--- config.mk ---
export PLATFORM = sky130hd
export DESIGN_NAME = segment_scanner
export DESIGN_NICKNAME = d
export VERILOG_FILES = /design/src/rtl/segment_pkg.sv /design/src/rtl/seg7_decode.sv /design/src/rtl/segment_scanner.sv
export SDC_FILE = /design/constraint.sdc
export NUM_CORES = 1
export LEC_CHECK = 0
export CAP_MARGIN = 20
export CELL_PAD_IN_SITES_DETAIL_PLACEMENT = 2
export CELL_PAD_IN_SITES_GLOBAL_PLACEMENT = 2
export CORE_ASPECT_RATIO = 0.9
export CORE_MARGIN = 2
export CORE_UTILIZATION = 36
export CTS_BUF_LIST = sky130_fd_sc_hd__clkbuf_8
export DETAILED_ROUTE_END_ITERATION = 6
export PLACE_DENSITY_LB_ADDON = 0.1
export SLEW_MARGIN = 40
export SYNTH_ARGS = -nofsm -noshare
export SYNTH_HDL_FRONTEND = slang
export SYNTH_SLANG_ARGS = --single-unit
--- constraint.sdc ---
create_clock -name clock -period 4.7 [get_ports clock]
set_input_delay 0.47 -clock clock [delete_from_list [all_inputs] [get_ports clock]]
set_output_delay 0.47 -clock clock [all_outputs]
set_load 0.1 [all_outputs]
--- src/rtl/segment_pkg.sv ---
// Shared definitions for the multiplexed 7-segment scanner.
// Latency: n/a (constants, types and helper functions only).
// Backpressure: n/a.
//
// Contents: active-high segment codes (bit0=a .. bit6=g), the scan FSM
// state type and an elaboration-time legality check for the field width.
package segment_pkg;

  localparam logic [6:0] SEG_0     = 7'h3F;
  localparam logic [6:0] SEG_1     = 7'h06;
  localparam logic [6:0] SEG_2     = 7'h5B;
  localparam logic [6:0] SEG_3     = 7'h4F;
  localparam logic [6:0] SEG_4     = 7'h66;
  localparam logic [6:0] SEG_5     = 7'h6D;
  localparam logic [6:0] SEG_6     = 7'h7D;
  localparam logic [6:0] SEG_7     = 7'h07;
  localparam logic [6:0] SEG_8     = 7'h7F;
  localparam logic [6:0] SEG_9     = 7'h6F;
  localparam logic [6:0] SEG_DASH  = 7'h40;
  localparam logic [6:0] SEG_BLANK = 7'h00;

  typedef enum logic [1:0] {
    IDLE  = 2'd0,
    ON    = 2'd1,
    BLANK = 2'd2
  } scan_state_e;

  // A field must hold at least 0..9 and never more than 0..127; the tens
  // digit of anything up to 127 still fits in 4 bits.
  function automatic bit field_w_ok(input int w);
    return (w >= 4) && (w <= 7);
  endfunction

endpackage

--- src/rtl/seg7_decode.sv ---
// Decimal digit to active-high 7-segment pattern.
// Latency: purely combinational, zero cycles.
// Backpressure: none.
//
// Ports:
//   digit_i  4-bit decimal digit (values above 9 decode to blank)
//   blank_i  force all segments off (highest priority)
//   dash_i   show a dash instead of the digit
//   seg_o    active-high segments, bit0=a .. bit6=g
module seg7_decode
  import segment_pkg::*;
(
  input  logic [3:0] digit_i,
  input  logic       blank_i,
  input  logic       dash_i,
  output logic [6:0] seg_o
);

  always_comb begin
    seg_o = SEG_BLANK;
    if (blank_i) begin
      seg_o = SEG_BLANK;
    end else if (dash_i) begin
      seg_o = SEG_DASH;
    end else begin
      case (digit_i)
        4'd0:    seg_o = SEG_0;
        4'd1:    seg_o = SEG_1;
        4'd2:    seg_o = SEG_2;
        4'd3:    seg_o = SEG_3;
        4'd4:    seg_o = SEG_4;
        4'd5:    seg_o = SEG_5;
        4'd6:    seg_o = SEG_6;
        4'd7:    seg_o = SEG_7;
        4'd8:    seg_o = SEG_8;
        4'd9:    seg_o = SEG_9;
        default: seg_o = SEG_BLANK;
      endcase
    end
  end

endmodule

--- src/rtl/segment_scanner.sv ---
// Multiplexed 7-segment driver: scans 2*FIELDS digits with on/blank phases.
// Latency: enable seen at an edge gives digit 0 ON from that edge; outputs
// Backpressure: none, free-running once enabled; outputs are registered-state decode.
//
// Ports:
//   clock, reset (async, active-low)
//   enable       scan enable, low forces IDLE on the next edge
//   data_show    FIELDS binary fields, field f at [f*FIELD_W +: FIELD_W]
//   lz_blank     per-field suppression of a zero tens digit
//   blink_mask   per-field blanking during the blink-off phase
//   digit_en     one-hot digit select (inverted when COMMON_ANODE)
//   segment      bit0=a .. bit6=g (inverted when COMMON_ANODE)
//   colon        high in ON cycles of the blink-on phase
//   frame_start  high on the first ON cycle of digit 0
module segment_scanner
  import segment_pkg::*;
#(
  parameter int FIELDS       = 2,
  parameter int FIELD_W      = 6,
  parameter int ON_CYCLES    = 1024,
  parameter int BLANK_CYCLES = 16,
  parameter int BLINK_FRAMES = 256,
  parameter bit COMMON_ANODE = 1'b0
) (
  input  logic                      clock,
  input  logic                      reset,
  input  logic                      enable,
  input  logic [FIELDS*FIELD_W-1:0] data_show,
  input  logic [FIELDS-1:0]         lz_blank,
  input  logic [FIELDS-1:0]         blink_mask,
  output logic [2*FIELDS-1:0]       digit_en,
  output logic [6:0]                segment,
  output logic                      colon,
  output logic                      frame_start
);

  localparam int NDIG    = 2 * FIELDS;
  localparam int DIG_W   = $clog2(NDIG);
  localparam int CNT_MAX = (ON_CYCLES > BLANK_CYCLES) ? ON_CYCLES : BLANK_CYCLES;
  localparam int CNT_W   = (CNT_MAX > 1) ? $clog2(CNT_MAX) : 1;
  localparam int FR_W    = (BLINK_FRAMES > 1) ? $clog2(BLINK_FRAMES) : 1;

  localparam logic [CNT_W-1:0] ON_LAST    = CNT_W'(ON_CYCLES - 1);
  localparam logic [CNT_W-1:0] BLANK_LAST = CNT_W'((BLANK_CYCLES > 0) ? BLANK_CYCLES - 1 : 0);
  localparam logic [FR_W-1:0]  FR_LAST    = FR_W'(BLINK_FRAMES - 1);
  localparam logic [DIG_W-1:0] DIG_LAST   = DIG_W'(NDIG - 1);
  localparam logic [NDIG-1:0]  DIG0_HOT   = {{(NDIG-1){1'b0}}, 1'b1};

  if (!field_w_ok(FIELD_W)) begin : g_bad_field_w
    $error("segment_scanner: FIELD_W must be in 4..7");
  end

  // ---------------------------------------------------------------------------
  // State
  // ---------------------------------------------------------------------------
  scan_state_e               state_q, state_d;
  logic [DIG_W-1:0]          digit_q, digit_d;
  logic [CNT_W-1:0]          cnt_q, cnt_d;
  logic [FR_W-1:0]           frame_q, frame_d;
  logic                      blink_phase_q, blink_phase_d;
  logic [FIELDS*FIELD_W-1:0] snap_data_q, snap_data_d;
  logic [FIELDS-1:0]         snap_lz_q, snap_lz_d;
  logic [FIELDS-1:0]         snap_blink_q, snap_blink_d;

  logic slot_done;
  logic snap_load;

  always_ff @(posedge clock or negedge reset) begin
    if (!reset) begin
      state_q       <= IDLE;
      digit_q       <= '0;
      cnt_q         <= '0;
      frame_q       <= '0;
      blink_phase_q <= 1'b0;
      snap_data_q   <= '0;
      snap_lz_q     <= '0;
      snap_blink_q  <= '0;
    end else begin
      state_q       <= state_d;
      digit_q       <= digit_d;
      cnt_q         <= cnt_d;
      frame_q       <= frame_d;
      blink_phase_q <= blink_phase_d;
      snap_data_q   <= snap_data_d;
      snap_lz_q     <= snap_lz_d;
      snap_blink_q  <= snap_blink_d;
    end
  end

  // ---------------------------------------------------------------------------
  // Next-state: enable low overrides everything, so a wrap coinciding with
  // disable neither snapshots, pulses frame_start nor advances the blink count.
  // ---------------------------------------------------------------------------
  always_comb begin
    state_d       = state_q;
    digit_d       = digit_q;
    cnt_d         = cnt_q;
    frame_d       = frame_q;
    blink_phase_d = blink_phase_q;
    snap_data_d   = snap_data_q;
    snap_lz_d     = snap_lz_q;
    snap_blink_d  = snap_blink_q;
    slot_done     = 1'b0;
    snap_load     = 1'b0;

    if (!enable) begin
      state_d = IDLE;
      digit_d = '0;
      cnt_d   = '0;
    end else begin
      unique case (state_q)
        IDLE: begin
          state_d   = ON;
          digit_d   = '0;
          cnt_d     = '0;
          snap_load = 1'b1;
        end
        ON: begin
          if (cnt_q == ON_LAST) begin
            cnt_d = '0;
            if (BLANK_CYCLES > 0) begin
              state_d = BLANK;
            end else begin
              slot_done = 1'b1;
            end
          end else begin
            cnt_d = cnt_q + 1'b1;
          end
        end
        BLANK: begin
          if (cnt_q == BLANK_LAST) begin
            cnt_d     = '0;
            slot_done = 1'b1;
          end else begin
            cnt_d = cnt_q + 1'b1;
          end
        end
        default: begin
          state_d = IDLE;
        end
      endcase

      if (slot_done) begin
        state_d = ON;
        if (digit_q == DIG_LAST) begin
          digit_d   = '0;
          snap_load = 1'b1;
          if (frame_q == FR_LAST) begin
            frame_d       = '0;
            blink_phase_d = ~blink_phase_q;
          end else begin
            frame_d = frame_q + 1'b1;
          end
        end else begin
          digit_d = digit_q + 1'b1;
        end
      end
    end

    if (snap_load) begin
      snap_data_d  = data_show;
      snap_lz_d    = lz_blank;
      snap_blink_d = blink_mask;
    end
  end

  // ---------------------------------------------------------------------------
  // Per-field binary to two decimal digits, from the snapshot only.
  // ---------------------------------------------------------------------------
  logic [3:0] tens [FIELDS];
  logic [3:0] ones [FIELDS];
  logic       over [FIELDS];

  for (genvar f = 0; f < FIELDS; f++) begin : g_field
    logic [6:0] v7;
    assign v7      = 7'(snap_data_q[f*FIELD_W +: FIELD_W]);
    assign tens[f] = 4'(v7 / 7'd10);
    assign ones[f] = 4'(v7 % 7'd10);
    assign over[f] = (v7 > 7'd99);
  end

  // Pick the field/digit under scan. Blink blanking beats everything; a dash
  // beats leading-zero suppression, so lz only applies when not over range.
  logic [3:0] sel_digit;
  logic       sel_blank;
  logic       sel_dash;

  always_comb begin
    sel_digit = 4'd0;
    sel_blank = 1'b0;
    sel_dash  = 1'b0;
    for (int f = 0; f < FIELDS; f++) begin
      if ((digit_q >> 1) == DIG_W'(f)) begin
        sel_dash  = over[f];
        sel_digit = digit_q[0] ? tens[f] : ones[f];
        sel_blank = (blink_phase_q && snap_blink_q[f]) ||
                    (digit_q[0] && snap_lz_q[f] && (tens[f] == 4'd0) && !over[f]);
      end
    end
  end

  logic [6:0] seg_dec;

  seg7_decode u_decode (
    .digit_i (sel_digit),
    .blank_i (sel_blank),
    .dash_i  (sel_dash),
    .seg_o   (seg_dec)
  );

  // ---------------------------------------------------------------------------
  // Outputs: a blanked digit keeps digit_en asserted so duty cycle is uniform.
  // ---------------------------------------------------------------------------
  logic            scan_on;
  logic [NDIG-1:0] den_act;
  logic [6:0]      seg_act;

  assign scan_on = (state_q == ON);
  assign den_act = scan_on ? (DIG0_HOT << digit_q) : '0;
  assign seg_act = scan_on ? seg_dec : SEG_BLANK;

  assign digit_en    = COMMON_ANODE ? ~den_act : den_act;
  assign segment     = COMMON_ANODE ? ~seg_act : seg_act;
  assign colon       = scan_on && !blink_phase_q;
  assign frame_start = scan_on && (digit_q == '0) && (cnt_q == '0);

endmodule

* Word-level counts from Yosys, hierarchy flattened *
Memories as Yosys holds them, arrays and structs flattened.
Index checks and enable logic that the tools add are counted.

word-level totals
  register bits = 39
  ROM bits = 112
  input bits = 19
  logic and storage cells = 87
  memories kept = 1

memories
  name              words  bits a word  rd ports  clocked after memory_dff  write ports  RTL line           RTL
  (name not given)  16     7            1         0                         0            seg7_decode.sv:26  case (digit_i)

operators by class
  add/subtract/negate cells = 3
  div/mod/pow operators = 4
  order comparisons = 2
  eq/ne operators = 10
  shifts and indexed selects = 1
  mux-type cells = 32
  bitwise gates (word level) = 1
  reductions and logical operators = 25

operators by type and width
  operator                                                                count
  10-bit two-way mux                                                      3
  10-bit one-hot mux with 3 select lines                                  1
  7-bit two-way mux                                                       3
  4-bit two-way mux                                                       5
  6-bit by 4-bit divider with 7-bit output, second input constant         2
  6-bit by 7-bit > comparator with 1-bit output, second input constant    2
  6-bit by 4-bit remainder unit with 7-bit output, second input constant  2
  2-bit two-way mux                                                       7
  1-bit logical AND                                                       11
  1-bit two-way mux                                                       11
  10-bit by 1-bit adder with 10-bit output, second input constant         1
  10-bit equality test, second input constant                             1
  10-bit by 4-bit equality test with 1-bit output, second input constant  1
  10-bit zero test                                                        1
  8-bit by 1-bit adder with 8-bit output, second input constant           1
  8-bit equality test, second input constant                              1
  4-bit zero test                                                         2
  8-bit two-way mux                                                       1
  2-bit zero test                                                         3
  2-bit one-hot mux with 3 select lines                                   1
  2-bit equality test, second input constant                              2
  4-bit by 1-bit != test with 1-bit output, second input constant         1
  4-bit by 2-bit != test with 1-bit output, second input constant         1
  4-bit AND reduction                                                     1
  other kinds (10)                                                        13

* Logic depth before layout (Yosys ltp) *
Gate-level depths: netlist of run 1.

  depth in word-level cells = 9
  mapped depth = 19
  mapped depth without buffers = 16

* Modules after synthesis *
A second synthesis of run 1 with hierarchy kept.

unflattened totals
  cells, all modules = 349
  area total of the unflattened synthesis = 3049.2 um^2

modules (own cells, without submodules)
  module           times used  cells an instance  area an instance (um^2)
  segment_scanner  1           319                2793.9
  seg7_decode      1           30                 255.2

* Worst setup path before layout of run 1 *
No wires, ideal clock.

  path type = reg-to-output
  start = register snap_data_q[5]
  end = output port segment[0]
  arrival time = 4746 ps
  required time = 4230 ps
  setup slack = -516 ps
  stages on the path, launching flop included = 16
  buffers on the path = 2
  cell sequence = dfrtp_1 -> buf_2 -> o21ai_0 -> a221oi_1 -> ha_1 -> buf_2 -> nor3_1 -> or3_1 -> or2_4 -> o21ai_0 -> nand2_1 -> o31ai_1 -> inv_1 -> ha_1 -> or3_1 -> a31oi_1

between the ends
  word-level cells in the longest chain between the ends = 9
  elaborated cells on any way between the ends = 19
  those cells by class = div: 2; order compare: 1; mux: 10; reduce/logical: 5; memory: 1

ends and longest elaborated chain
  element                                                                                                  RTL line                RTL
  from (decl)                                                                                              segment_scanner.sv:61   logic [FIELDS*FIELD_W-1:0] snap_data_q, snap_data_d;
  from (signal assigned)                                                                                   segment_scanner.sv:84   snap_data_q <= snap_data_d;
  parallel branches: the longest is 7 deep, another holds 6-bit by 4-bit remainder unit with 7-bit output  -
  7-bit two-way mux (*)                                                                                    seg7_decode.sv:21       if (blank_i) begin
  7-bit two-way mux (*)                                                                                    segment_scanner.sv:220  assign seg_act = scan_on ? seg_dec : SEG_BLANK;
  to (decl)                                                                                                segment_scanner.sv:32   output logic [6:0] segment,

Mark *: on every way between the ends.

* Worst setup path after layout of run 1 *
  start = register snap_data_q[4]
  end = output port segment[0]

The elaborated chain is that of the path after synthesis.

==> flow_metrics.tcl, run 1 <==
set metrics [dict create \
    cp_cell_sequence "or2b_1, o21ai_0, a221oi_1, ha_2, a21oi_1, or3_1, or2_4, o21ai_0, nand2_1, o31ai_4, inv_1, ha_1, or3_4, a31oi_4, buf_12" \
    seq_area_um2 980 \
    area_growth_pct 23.9 \
    clk_pin_slew_ns 0.07 \
    cts_tree "done" \
    die_x_um 101 \
    ys_ff_latch 39 \
    synth.area.top_cells "dfrtp_1 32%, ha_1 7.4%, mux2_1 4.1%" \
    wl_um 9370 \
    outcome "completed" \
    htreeDepth 2 \
    wl_met3_um 189 \
    placed_cells_incl_taps 469 \
    dp_hpwl_um 6550 \
    cts_buffers 5 \
    routedWlPerCell_um 19.5 \
    setup_viol 0 \
    antenna_found_initial 0 \
    max_freq_mhz 225 \
    fp.dieH_um 91.0 \
    max_stage_delay_ns 0.47 \
    crit_type "reg -> out" \
    cp-start-kind "flop" \
    synthArstFlopShare_pct 100 \
    yosys.area.top_type "dfrtp_1" \
    slowest_stage "dfrtp_2" \
    grt_overflow_total 0 \
    clock_path_buffers 2 \
    grtUsageTotal_pct 20.5 \
    vias 2774 \
    root_buffer "clkbuf_8" \
    boundaryPins 32 \
    ant_nets 0 \
    syn_nets 383 \
    grt_max_degree 40 \
    hold_buffers 0 \
    drtIter0Drc 80 \
    grt_pass1_vias 2975 \
    drc 0 \
    layout.nets 417 \
    wl_met2_um 4570 \
    multi_input_area_um2 2020 \
    slew_viol_final 0 \
    synth_cells 346 \
    yosys.area.top_type_share_pct 32.2 \
    hp-class "in -> async" \
    fin_crit_sh_pct 94.5 \
    critPathTopFamily "simple AND/OR/NAND/NOR gates" \
    first_pass_iters 4 \
    hold_violations 0 \
    viasPerCell 5.78 \
    synthDistinctLibCells 70 \
    critPathCaptureType "output pin" \
    die_area_um2 9160 \
    initial_core_util_pct 37.4 \
    highest_layer "met4" \
    ys.flop_type "dfrtp_1" \
    wirelength_met1_um 4540 \
    period_needed_ns 4.44 \
    fillCellCount 900 \
    synth-warning-count 0 \
    crit_top_cell "o21ai_0" \
    clkLatencyLatePin_ns 0.29 \
    yosysSeqAreaShare_pct 32.2 \
    cp_num_buf_inv 2 \
    worst_ep_required_time_ns 4.23 \
    synth-edff-count 0 \
    grt_pass1_wl_um 15200 \
    diodes 0 \
    final_cells 480 \
    maxCapViolations 0 \
    path_max_fanout 8 \
    layout_common_cells "36 x dfrtp_1, 29 x nor2_1, 24 x nand2_1, 19 x o21ai_0, 17 x clkdlybuf4s50_1" \
    cp.arrival_ns 3.97 \
    core_um2 8110 \
    synthesis.area_um2 3030 \
    syn-mean-instance-area_um2 8.75 \
    fp-row-count 31 \
    clock_sinks 39 \
    relSlewSlack_pct 46.0 \
    worst_pin_slew_ns 0.811 \
    layout_commonest_cell "dfrtp_1" \
    drive_gt1_share_pct 17.6 \
    clock-skew-final_ns 0.00332 \
    place.gp.congestion 0.757 \
    port_buffers 31 \
]
-- cells by family after synthesis --
| group | count (synthesis) | synth area share, % |
|---|---|---|
| and+or+nand+nor | 135 | 25.2 |
| AOI/OAI and AO/OA | 84 | 18.8 |
| DFF | 39 | 32.2 |
| buffers and inverters | 36 | 5.04 |
| muxes | 19 | 6.90 |
| adders and majority gates | 18 | 7.44 |
| xor gates and xnor gates | 15 | 4.34 |
-- registers in the layout (all words and copies together), names as in the netlist --
name           count
snap_lz_q          2
blink_phase_q      1
snap_data_q       12
cnt_q             10
state_q            2
frame_q            8
snap_blink_q       2
digit_q            2
-- worst paths after layout --
kind                                                 start                     endpoint  slack, ns  cells after the start
max in group asynchronous                            reset   snap_data_q[4]$_DFFE_PN0P_       4.17                      1
min in group clock                snap_lz_q[1]$_DFFE_PN0P_     snap_lz_q[1]$_DFFE_PN0P_       0.50                      1
worst min-delay path                                 reset         cnt_q[1]$_DFFE_PN0P_       0.13                      1
worst min register to register    snap_lz_q[1]$_DFFE_PN0P_     snap_lz_q[1]$_DFFE_PN0P_       0.50                      1
worst max register to register        cnt_q[6]$_DFFE_PN0P_  snap_blink_q[1]$_DFFE_PN0P_       1.75                      6
worst max-delay path            snap_data_q[4]$_DFFE_PN0P_                   segment[0]       0.26                     15
-- metal layers --
layer,track usage (%),up-vias
met5,0,-
met3,2.93,10
li1,-,1319
met1,28.7,1406
met4,3.65,0
met2,33.7,39
-- final cells by class --
cell class	count	area share [%]
repair buffers	46	12.3
well taps	99	3.30
multi-input cells	271	54.0
clock buffers	7	2.57
clock inverters	1	0.100
inverters	17	1.70
flip-flops and latches	39	26.1
-- synth_stat cells (5+ instances only) --
cell type,n
inv_1,15
nand3_1,9
nand2_1,24
nand4_1,6
a21oi_1,14
clkbuf_1,9
xnor2_1,9
dfrtp_1,39
a31oi_1,10
buf_2,8
mux2_1,11
ha_1,18
nor2_1,29
nor2b_1,9
and3_1,5
and2_1,7
o21ai_0,19
xor2_1,6
or3_1,8
nand2b_1,8
-- through the flow --
step           setup slack (ns)  hold WS (ns)  TNS, ns  utilization, %  instance area (um2)
2_1_floorplan            -0.516         0.174    -1.18               -                 3040
4_1_cts                 0.00474         0.164        0            44.7                 3620
6_report                  0.259         0.132        0            46.3                 3750
5_1_grt                 -0.0114         0.168  -0.0114            46.3                 3750
3_5_place_dp              0.280         0.485        0            43.4                 3510
3_3_place_gp              0.481         0.470        0            43.7                 3540
-- timing repair --
action	in CTS	in global routing
resized for setup	2	20
setup buffers	0	3
pin swaps	0	2
endpoints found under the hold margin	0	0
setup endpoints to repair	3	6
Power of run 1 is left out: the tool's default activity adds up to more than one toggle a clock period on the data nets, which glitch-free logic cannot reach.
==> run 2, diff against run 1 <==
--- a/config.mk
+++ b/config.mk
@@ -5,15 +5,15 @@
 export SDC_FILE = /design/constraint.sdc
 export NUM_CORES = 1
 export LEC_CHECK = 0
-export CAP_MARGIN = 20
 export CELL_PAD_IN_SITES_DETAIL_PLACEMENT = 2
 export CELL_PAD_IN_SITES_GLOBAL_PLACEMENT = 2
-export CORE_ASPECT_RATIO = 0.9
+export CORE_ASPECT_RATIO = 1.4
 export CORE_MARGIN = 2
 export CORE_UTILIZATION = 36
 export CTS_BUF_LIST = sky130_fd_sc_hd__clkbuf_8
 export DETAILED_ROUTE_END_ITERATION = 6
 export PLACE_DENSITY_LB_ADDON = 0.1
+export REMOVE_ABC_BUFFERS = 1
 export SLEW_MARGIN = 40
 export SYNTH_ARGS = -nofsm -noshare
 export SYNTH_HDL_FRONTEND = slang
==> run 2 against run 1 <==
  * Maximum frequency down 0.59%
  * Worst hold slack worse by 0.0050 ns
  * Highest routed layer unchanged
  * Flip-flop and latch count unchanged
  * Final cell count up 0.83%
  * Global-route usage up 0.31 points
  * First-iteration DRC count up 38%
==> flow_metrics.tcl, run 2 (same netlist as run 1, synthesis figures left out) <==
set metrics [dict create \
    outcome "completed" \
    r2r-start "cnt_q[6]$_DFFE_PN0P_" \
    grtUsageTotal_pct 20.8 \
    fin_crit_sh_pct 95.0 \
    fillCellCount 909 \
    clock-skew-final_ns 0.00662 \
    maxCapViolations 0 \
    wl_um 8980 \
    worst_ep_required_time_ns 4.23 \
    viasPerCell 5.68 \
    die_area_um2 9170 \
    path_max_fanout 7 \
    port_buffers 31 \
    layout_common_cells "35 x dfrtp_1, 29 x nor2_1, 24 x nand2_1, 19 x o21ai_0" \
    pre_cts_ws_ns 0.294 \
    clock_path_buffers 2 \
    period_needed_ns 4.47 \
    cp.arrival_ns 4.00 \
    grt_pass1_wl_um 15000 \
    top_regs "snap_data_q x12, cnt_q x10, frame_q x8" \
    crit_type "reg -> out" \
    startpoint "snap_data_q[4]$_DFFE_PN0P_" \
    fp.dieH_um 113 \
    grt_overflow_total 0 \
    slowest_stage "dfrtp_2" \
    postLayoutSetupSlackWorst_ns 0.233 \
    htreeDepth 2 \
    clkLatencyLatePin_ns 0.30 \
    layout.nets 418 \
    routedWlPerCell_um 18.5 \
    ant_nets 0 \
    boundaryPins 32 \
    max_freq_mhz 224 \
    max_stage_delay_ns 0.45 \
    hold_buffers 0 \
    root_buffer "clkbuf_8" \
    grt_pass1_vias 3000 \
    cts_tree "done" \
    cp-start-kind "flop" \
    grt_max_degree 40 \
    antenna_found_initial 0 \
    slew_viol_final 0 \
    clock_sinks 39 \
    first_pass_iters 4 \
    core_um2 8150 \
    setup_viol 0 \
    hold_violations 0 \
    layout_commonest_cell "dfrtp_1" \
    initial_core_util_pct 37.2 \
    fin_area_um2 3700 \
    critPathCaptureType "output pin" \
    cp_cell_sequence "or2b_1, o21ai_0, a221oi_2, ha_2, a21oi_1, or3_1, or2_4, o21ai_0, nand2_1, o31ai_2, inv_1, ha_1, or3_1, a31oi_2, buf_12" \
    hp-class "in -> async" \
    drc 0 \
    place.gp.congestion 0.772 \
    drive_gt1_share_pct 17.3 \
    clk_pin_slew_ns 0.08 \
    vias 2747 \
    cts_buffers 5 \
    diodes 0 \
    post_dp_cell_area_um2 3510 \
    fp-row-count 39 \
    area_growth_pct 22.0 \
    worst_pin_slew_ns 0.743 \
    dp_hpwl_um 6710 \
    rsz0062_at_grt "true" \
    die_x_um 81.5 \
    drtIter0Drc 110 \
    top_register "snap_data_q" \
    relSlewSlack_pct 50.5 \
    largest_reg_flops 12 \
]
## run 2: cell count changes in the layout (fill, tap and decap cells not counted), moves of 2 or more
cell and change:
a31oi_2 +4, a31oi_4 -4, clkbuf_8 -2, or3_1 +2, or3_4 -2
## run 2: per-stage QoR
step | util (%) | cells | hold WS, ns | TNS (ns)
6_report | 45.4 | 484 | 0.127 | 0
5_1_grt | 45.4 | 484 | 0.158 | -0.0992
4_1_cts | 44.1 | 480 | 0.150 | 0
3_5_place_dp | 43.0 | 472 | 0.481 | 0
3_3_place_gp | 43.4 | 472 | 0.484 | 0
2_1_floorplan | - | 327 | 0.174 | -3.05
## run 2: final cells by class
cell class | count | area, um2 | area share [%]
Clock buffer | 5 | 68.8 | 1.86
Clock inverter | 3 | 12.5 | 0.339
Inverter | 17 | 63.8 | 1.73
Multi-Input combinational cell | 271 | 1970 | 53.4
Sequential cell | 39 | 981 | 26.5
Tap cell | 102 | 128 | 3.45
Timing Repair Buffer | 47 | 468 | 12.7
## run 2: repair_timing
item                                    4_1_cts  5_1_grt
resized for setup                             2       16
pin swaps                                     0        2
setup buffers                                 0        4
gates cloned                                  0        0
endpoints found under the setup margin        3        7
## run 2: layer usage
| layer | global-route usage, % | share of wire, % |
|---|---|---|
| met1 | 25.4 | 43 |
| met2 | 37.2 | 53 |
| met4 | 6.55 | 2.0 |
| met3 | 2.25 | 2.0 |
| met5 | 0 | 0 |
## run 2: final timing paths
check	to	slack, ns	cells past startpoint
worst max-delay path	segment[3]	0.23	15
worst min-delay path	snap_data_q[6]$_DFFE_PN0P_	0.13	1
worst max register to register	snap_blink_q[1]$_DFFE_PN0P_	1.77	6
worst min register to register	frame_q[6]$_DFFE_PN0P_	0.50	1
max in group asynchronous	snap_data_q[2]$_DFFE_PN0P_	4.18	1
min in group clock	frame_q[6]$_DFFE_PN0P_	0.50	1
## run 2: worst max-delay path, delay by kind of cell (launching register included)
| kind | cells | cell delay [ns] |
|---|---|---|
| AO/OA/AOI/OAI | 6 | 1.06 |
| buffers and inverters | 2 | 0.34 |
| AND/OR/NAND/NOR | 5 | 1.39 |
| adder cells (fa/ha/maj) | 2 | 0.45 |
| flip-flops | 1 | 0.45 |
Power of run 2 is left out for the same reason.
